--- config.mk ---
export PLATFORM = sky130hd
export DESIGN_NAME = fetch_buffer
export DESIGN_NICKNAME = d
export VERILOG_FILES = /design/src/rtl/fetch_buffer.sv
export SDC_FILE = /design/constraint.sdc
export NUM_CORES = 1
export LEC_CHECK = 0
export ABC_AREA = 1
export BUFFER_PORTS_ARGS = -buffer_cell sky130_fd_sc_hd__clkbuf_2
export CORE_MARGIN = 2
export CORE_UTILIZATION = 55
export CTS_CLUSTER_DIAMETER = 30
export DETAILED_ROUTE_END_ITERATION = 12
export GPL_ROUTABILITY_DRIVEN = 1
export PLACE_DENSITY = 0.77
export SYNTH_ARGS = -nofsm -noshare
export SYNTH_HDL_FRONTEND = slang
export SYNTH_SLANG_ARGS = --single-unit
--- constraint.sdc ---
create_clock -name clk -period 5.7 [get_ports clk]
set_input_delay 0.285 -clock clk [delete_from_list [all_inputs] [get_ports clk]]
set_output_delay 0.285 -clock clk [all_outputs]
set_load 0.005 [all_outputs]
--- src/rtl/fetch_buffer.sv ---
// Instruction fetch buffer: one outstanding memory request feeding a DEPTH-entry FIFO toward decode.
// Optional macro FETCH_ALIGN_CHECK_EN flags misaligned redirect targets and stalls fetch while flagged.
module fetch_buffer #(
  parameter int          DEPTH    = 4,
  parameter logic [31:0] RESET_PC = 32'h0000_0000
) (
  input  logic                    clk,
  input  logic                    reset,
  output logic                    o_Mem_Req,
  output logic [31:0]             o_Mem_Addr,
  input  logic                    i_Mem_Ack,
  input  logic [31:0]             i_Mem_Rdata,
  input  logic                    i_Redirect,
  input  logic [31:0]             i_Redirect_PC,
  output logic                    o_Valid,
  input  logic                    i_Ready,
  output logic [31:0]             o_Instruction,
  output logic [31:0]             o_PC,
  output logic [$clog2(DEPTH):0]  o_Count,
  output logic                    o_Misaligned
);

  localparam int               PTR_W      = $clog2(DEPTH);
  localparam int               CNT_W      = $clog2(DEPTH) + 1;
  localparam logic [CNT_W-1:0] FULL_C     = CNT_W'(DEPTH);
  localparam logic [CNT_W-1:0] CNT_ZERO_C = {CNT_W{1'b0}};
  localparam logic [CNT_W-1:0] CNT_ONE_C  = {{(CNT_W-1){1'b0}}, 1'b1};
  localparam logic [PTR_W-1:0] PTR_ZERO_C = {PTR_W{1'b0}};
  localparam logic [PTR_W-1:0] PTR_ONE_C  = {{(PTR_W-1){1'b0}}, 1'b1};
  localparam logic [31:0]      NOP_C      = 32'h0000_0013;

  typedef enum logic [1:0] {
    IDLE = 2'd0,
    REQ  = 2'd1,
    DROP = 2'd2
  } state_t;

  state_t           state_r, state_next_s;
  logic [31:0]      fetch_pc_r, fetch_pc_next_s;
  logic [31:0]      instr_mem_r [DEPTH];
  logic [31:0]      pc_mem_r    [DEPTH];
  logic [PTR_W-1:0] head_r, tail_r;
  logic [CNT_W-1:0] count_r, count_next_s;
  logic             misaligned_r, misaligned_next_s;
  logic [31:0]      redirect_pc_s;
  logic             req_live_s, ack_s, push_s, pop_s, valid_s;

  // A request is only on the bus when the FSM wants one and fetch is not stalled on a bad target.
  assign req_live_s    = (state_r != IDLE) && !misaligned_r;
  assign ack_s         = i_Mem_Ack && req_live_s;
  assign push_s        = ack_s && (state_r == REQ) && !i_Redirect;
  assign valid_s       = (count_r != CNT_ZERO_C);
  assign pop_s         = valid_s && i_Ready && !i_Redirect;
  assign redirect_pc_s = i_Redirect_PC & 32'hFFFF_FFFC;

`ifdef FETCH_ALIGN_CHECK_EN
  // Misaligned flag follows the alignment of the most recent redirect target.
  always_comb begin
    misaligned_next_s = misaligned_r;
    if (i_Redirect) begin
      misaligned_next_s = |i_Redirect_PC[1:0];
    end else begin
      misaligned_next_s = misaligned_r;
    end
  end
`else
  assign misaligned_next_s = 1'b0;
`endif

  // Occupancy update; redirect flushes regardless of push or pop.
  always_comb begin
    count_next_s = count_r;
    if (i_Redirect) begin
      count_next_s = CNT_ZERO_C;
    end else if (push_s && !pop_s) begin
      count_next_s = count_r + CNT_ONE_C;
    end else if (pop_s && !push_s) begin
      count_next_s = count_r - CNT_ONE_C;
    end else begin
      count_next_s = count_r;
    end
  end

  // Fetch FSM next state and fetch address.
  always_comb begin
    state_next_s    = state_r;
    fetch_pc_next_s = fetch_pc_r;
    case (state_r)
      IDLE: begin
        if (i_Redirect) begin
          state_next_s = IDLE;
        end else if (count_next_s < FULL_C) begin
          state_next_s = REQ;
        end else begin
          state_next_s = IDLE;
        end
      end
      REQ: begin
        // An un-acked live request must still be absorbed after a redirect.
        if (i_Redirect) begin
          state_next_s = (req_live_s && !ack_s) ? DROP : REQ;
        end else if (ack_s) begin
          state_next_s = (count_next_s < FULL_C) ? REQ : IDLE;
        end else begin
          state_next_s = REQ;
        end
      end
      DROP: begin
        if (i_Redirect) begin
          state_next_s = req_live_s ? DROP : REQ;
        end else if (ack_s) begin
          state_next_s = REQ;
        end else begin
          state_next_s = DROP;
        end
      end
      default: state_next_s = IDLE;
    endcase
    if (i_Redirect) begin
      fetch_pc_next_s = redirect_pc_s;
    end else if (push_s) begin
      fetch_pc_next_s = fetch_pc_r + 32'd4;
    end else begin
      fetch_pc_next_s = fetch_pc_r;
    end
  end

  // Control state and FIFO pointers.
  always_ff @(posedge clk or posedge reset) begin
    if (reset) begin
      state_r      <= IDLE;
      fetch_pc_r   <= RESET_PC;
      count_r      <= CNT_ZERO_C;
      head_r       <= PTR_ZERO_C;
      tail_r       <= PTR_ZERO_C;
      misaligned_r <= 1'b0;
    end else begin
      state_r      <= state_next_s;
      fetch_pc_r   <= fetch_pc_next_s;
      count_r      <= count_next_s;
      misaligned_r <= misaligned_next_s;
      if (i_Redirect) begin
        head_r <= PTR_ZERO_C;
        tail_r <= PTR_ZERO_C;
      end else begin
        if (push_s) begin
          tail_r <= tail_r + PTR_ONE_C;
        end
        if (pop_s) begin
          head_r <= head_r + PTR_ONE_C;
        end
      end
    end
  end

  // FIFO storage; contents are qualified by count_r so they need no reset.
  always_ff @(posedge clk) begin
    if (push_s) begin
      instr_mem_r[tail_r] <= i_Mem_Rdata;
      pc_mem_r[tail_r]    <= fetch_pc_r;
    end
  end

  assign o_Mem_Req     = req_live_s;
  assign o_Mem_Addr    = fetch_pc_r;
  assign o_Valid       = valid_s;
  assign o_Instruction = valid_s ? instr_mem_r[head_r] : NOP_C;
  assign o_PC          = valid_s ? pc_mem_r[head_r] : 32'h0000_0000;
  assign o_Count       = count_r;
  assign o_Misaligned  = misaligned_r;

endmodule

==> impl_metrics.py <==
metrics = {
    "worst_setup_path": {
        "crit_arrival_ns": 3.10,
        "worstPathRequired_ns": 5.41,
        "critPathMaxFanout": 77,
        "startpoint_type": "register",
        "end_kind": "output port",
        "critical_path_class": "register to output port",
        "rrSetupSlack_ns": 2.39,
    },
    "floorplanning": {
        "start_util_pct": 56.3,
        "die_h_um": 154,
        "dieArea_mm2": 0.0236,
        "pin_count": 171,
        "core-area_mm2": 0.0219,
        "num_rows": 54,
        "die_x_um": 154,
    },
    "route": {
        "drc": 0,
        "post_drt_wl_per_cell_um": 17.8,
        "ant_nets": 0,
        "num_vias": 9136,
        "drt_iter0_drc": 932,
        "routed_via_density": 5.49,
        "drtPass1Iterations": 5,
        "wl_um": 29500,
    },
    "yosys": {
        "yosys.area.top_type_share_pct": 60.4,
        "synth_seq_area_share_pct": 68.4,
        "synth_cells": 1152,
        "yosysWarningCount": 0,
        "post-synth-top-area-cell": "edfxtp_1",
        "synth_mux_area_share_pct": 0,
        "post_synth_main_area_contributors": "edfxtp_1 (60%), nor2_1 (9.4%), dfrtp_1 (7.9%), o21ai_0 (5.5%), nand2_1 (4.2%)",
        "ys_seq_elements": 287,
        "synth_top_family_by_area": "simple AND/OR/NAND/NOR gates",
        "avgSynthCellArea_um2": 10.7,
        "synth-xor-area-share_pct": 1.07,
        "synth_fa_ha_area_share_pct": 0.812,
        "synth_compound_area_share_pct": 9.09,
        "yosys.area_share.simple_pct": 17.0,
        "netlist_area_mm2": 0.0123,
        "synth_cell_types": 37,
    },
    "sta": {
        "hold_violations": 0,
        "setup_tns_ns": 0,
        "post-route-period-util_pct": 59.5,
        "worst_slack_ns": 2.31,
        "finalCriticalPeriod_ns": 3.39,
        "fmaxAchievable_mhz": 295,
        "setup_viol": 0,
        "maxSlewHeadroom_pct": 19.8,
        "worst_slew_pin_slew_ns": 1.20,
        "skew_ns": 0.0201,
        "rsz0062_at_grt": "false",
        "slew_violations": 0,
    },
    "final_layout": {
        "layout_common_cells": "nor2_1 (303), edfxtp_1 (248), clkbuf_2 (163)",
        "final_common_cell": "nor2_1",
        "nets": 1428,
        "antennaDiodeCount": 0,
        "fin_util_pct": 69.4,
        "fill_cells": 1548,
        "final_cells": 1663,
        "drive_gt1_share_pct": 19.3,
        "area_delta_synth_final_pct": 23.3,
    },
    "power": {
        "pwr_density_cell_mw_per_mm2": 459,
        "leakage_uw": 0.00589,
        "power_uw": 6970,
        "peakVddDrop_mv": 0.277,
    },
    "global_route": {
        "grt.overflow.total": 0,
        "grt_max_degree": 109,
        "grt_pass1_wl_um": 45800,
        "antenna_found_initial": 0,
        "grt.total_usage_pct": 24.8,
        "grt_pass1_vias": 8914,
    },
    "cts": {
        "cts_buffers": 44,
        "cts-htree-levels": 2,
        "clk_latency_ns": 0.52,
        "clk_pin_slew_ns": 0.05,
        "clockBufferDepth": 3,
        "clock_sinks": 287,
        "root_buffer": "clkbuf_16",
        "cts_tree": "done",
    },
    "placed_design": {
        "place_ws_ns": 2.23,
        "placedCellCount": 1549,
        "io_buffers": 163,
        "place_hpwl_um": 17000,
        "place_congestion": 0.956,
    },
    "status": {
        "status": "finished, final reports clean",
    },
    "flow_run": {
        "drv_cap": 0,
    },
    "worst_hold_path": {
        "min_path_type": "input port to register",
    },
}
## worst max-delay path, cell delays in order (launching register included)
cell,delay [ns]
dfrtp_4,0.56
clkinv_2,0.76
buf_4,0.60
nor2_1,0.14
nor2_1,0.05
o21ai_0,0.09
o311ai_0,0.19
clkbuf_2,0.18
## cell type report
cell class	instances	area, µm²	share of cell area (%)
Sequential cell	287	8430	55.5
Multi-Input combinational cell	760	3500	23.0
Timing Repair Buffer	209	1250	8.24
Clock buffer	52	1150	7.58
Tap cell	280	350	2.31
Clock inverter	26	330	2.17
Inverter	49	185	1.22
## report_power, final
group / internal, µW / switching (µW)
Clock: 1760 / 897
Combinational: 558 / 1030
Sequential: 2510 / 212
Total: 4830 / 2140
## per-stage QoR
step / area [µm²] / hold slack (ns)
after floorplan: 12300 / 0.384
after global placement: 13400 / 0.419
after detailed placement: 13400 / 0.423
after CTS: 15200 / 0.00103
after global routing: 15200 / 0.0138
final: 15200 / 0.0174
## layer usage
metal / share of wire, % / vias up / GRT usage [%]
li1: - / 4344 / -
met1: 41 / 4338 / 33.1
met2: 49 / 406 / 41.6
met3: 8.3 / 48 / 4.76
met4: 1.9 / 0 / 7.56
met5: 0 / - / 0
## repair_timing
action / in CTS / in global routing
setup buffers: 0 / 0
hold endpoints to repair: 163 / 0
hold buffers: 36 / 0
gates resized for setup: 0 / 0
## cell usage after synthesis, drive strengths merged
cell,n
conb,1
xnor2,5
nand4,7
nand3,35
clkbuf,37
dfrtp,39
nand2,143
o21bai,2
nand3b,4
a31oi,1
o22ai,1
o221ai,2
o21ai,137
or2,3
a21oi,65
edfxtp,248
o311ai,3
inv,48
clkinv,1
nor3,8
buf,23
xor2,10
ha,8
nor2,316
o211ai,5
## worst paths after layout
path,to,startpoint,cells after the start
worst max-delay path,o_Instruction[1],head_r[0]$_DFFE_PP0P_,7
worst min-delay path,o_Mem_Addr[7]$_DFFE_PP0N_,i_Redirect_PC[7],3
worst max register to register,pc_mem_r[0][25]$_DFFE_PP_,state_r[1]$_DFF_PP0_,6
worst min register to register,o_Count[1]$_DFFE_PP0P_,o_Count[1]$_DFFE_PP0P_,2
max in group asynchronous,head_r[0]$_DFFE_PP0P_,reset,4
min in group asynchronous,o_Mem_Addr[19]$_DFFE_PP0N_,reset,4
## flip-flops by register name, indices dropped and copies added (netlist names)
name         flops
o_Mem_Addr      30
pc_mem_r       120
instr_mem_r    128
head_r           2
o_Count          3
tail_r           2
state_r          2
## cell families (layout without fill, tap and decap cells)
family	Yosys count	in the layout
compound gates	216	216
xor+xnor	15	15
fa+ha+maj	8	8
buf+inv	109	336
flops	287	287
other cells	1	5
simple gates	516	516
(Power assumes the default switching activity.)
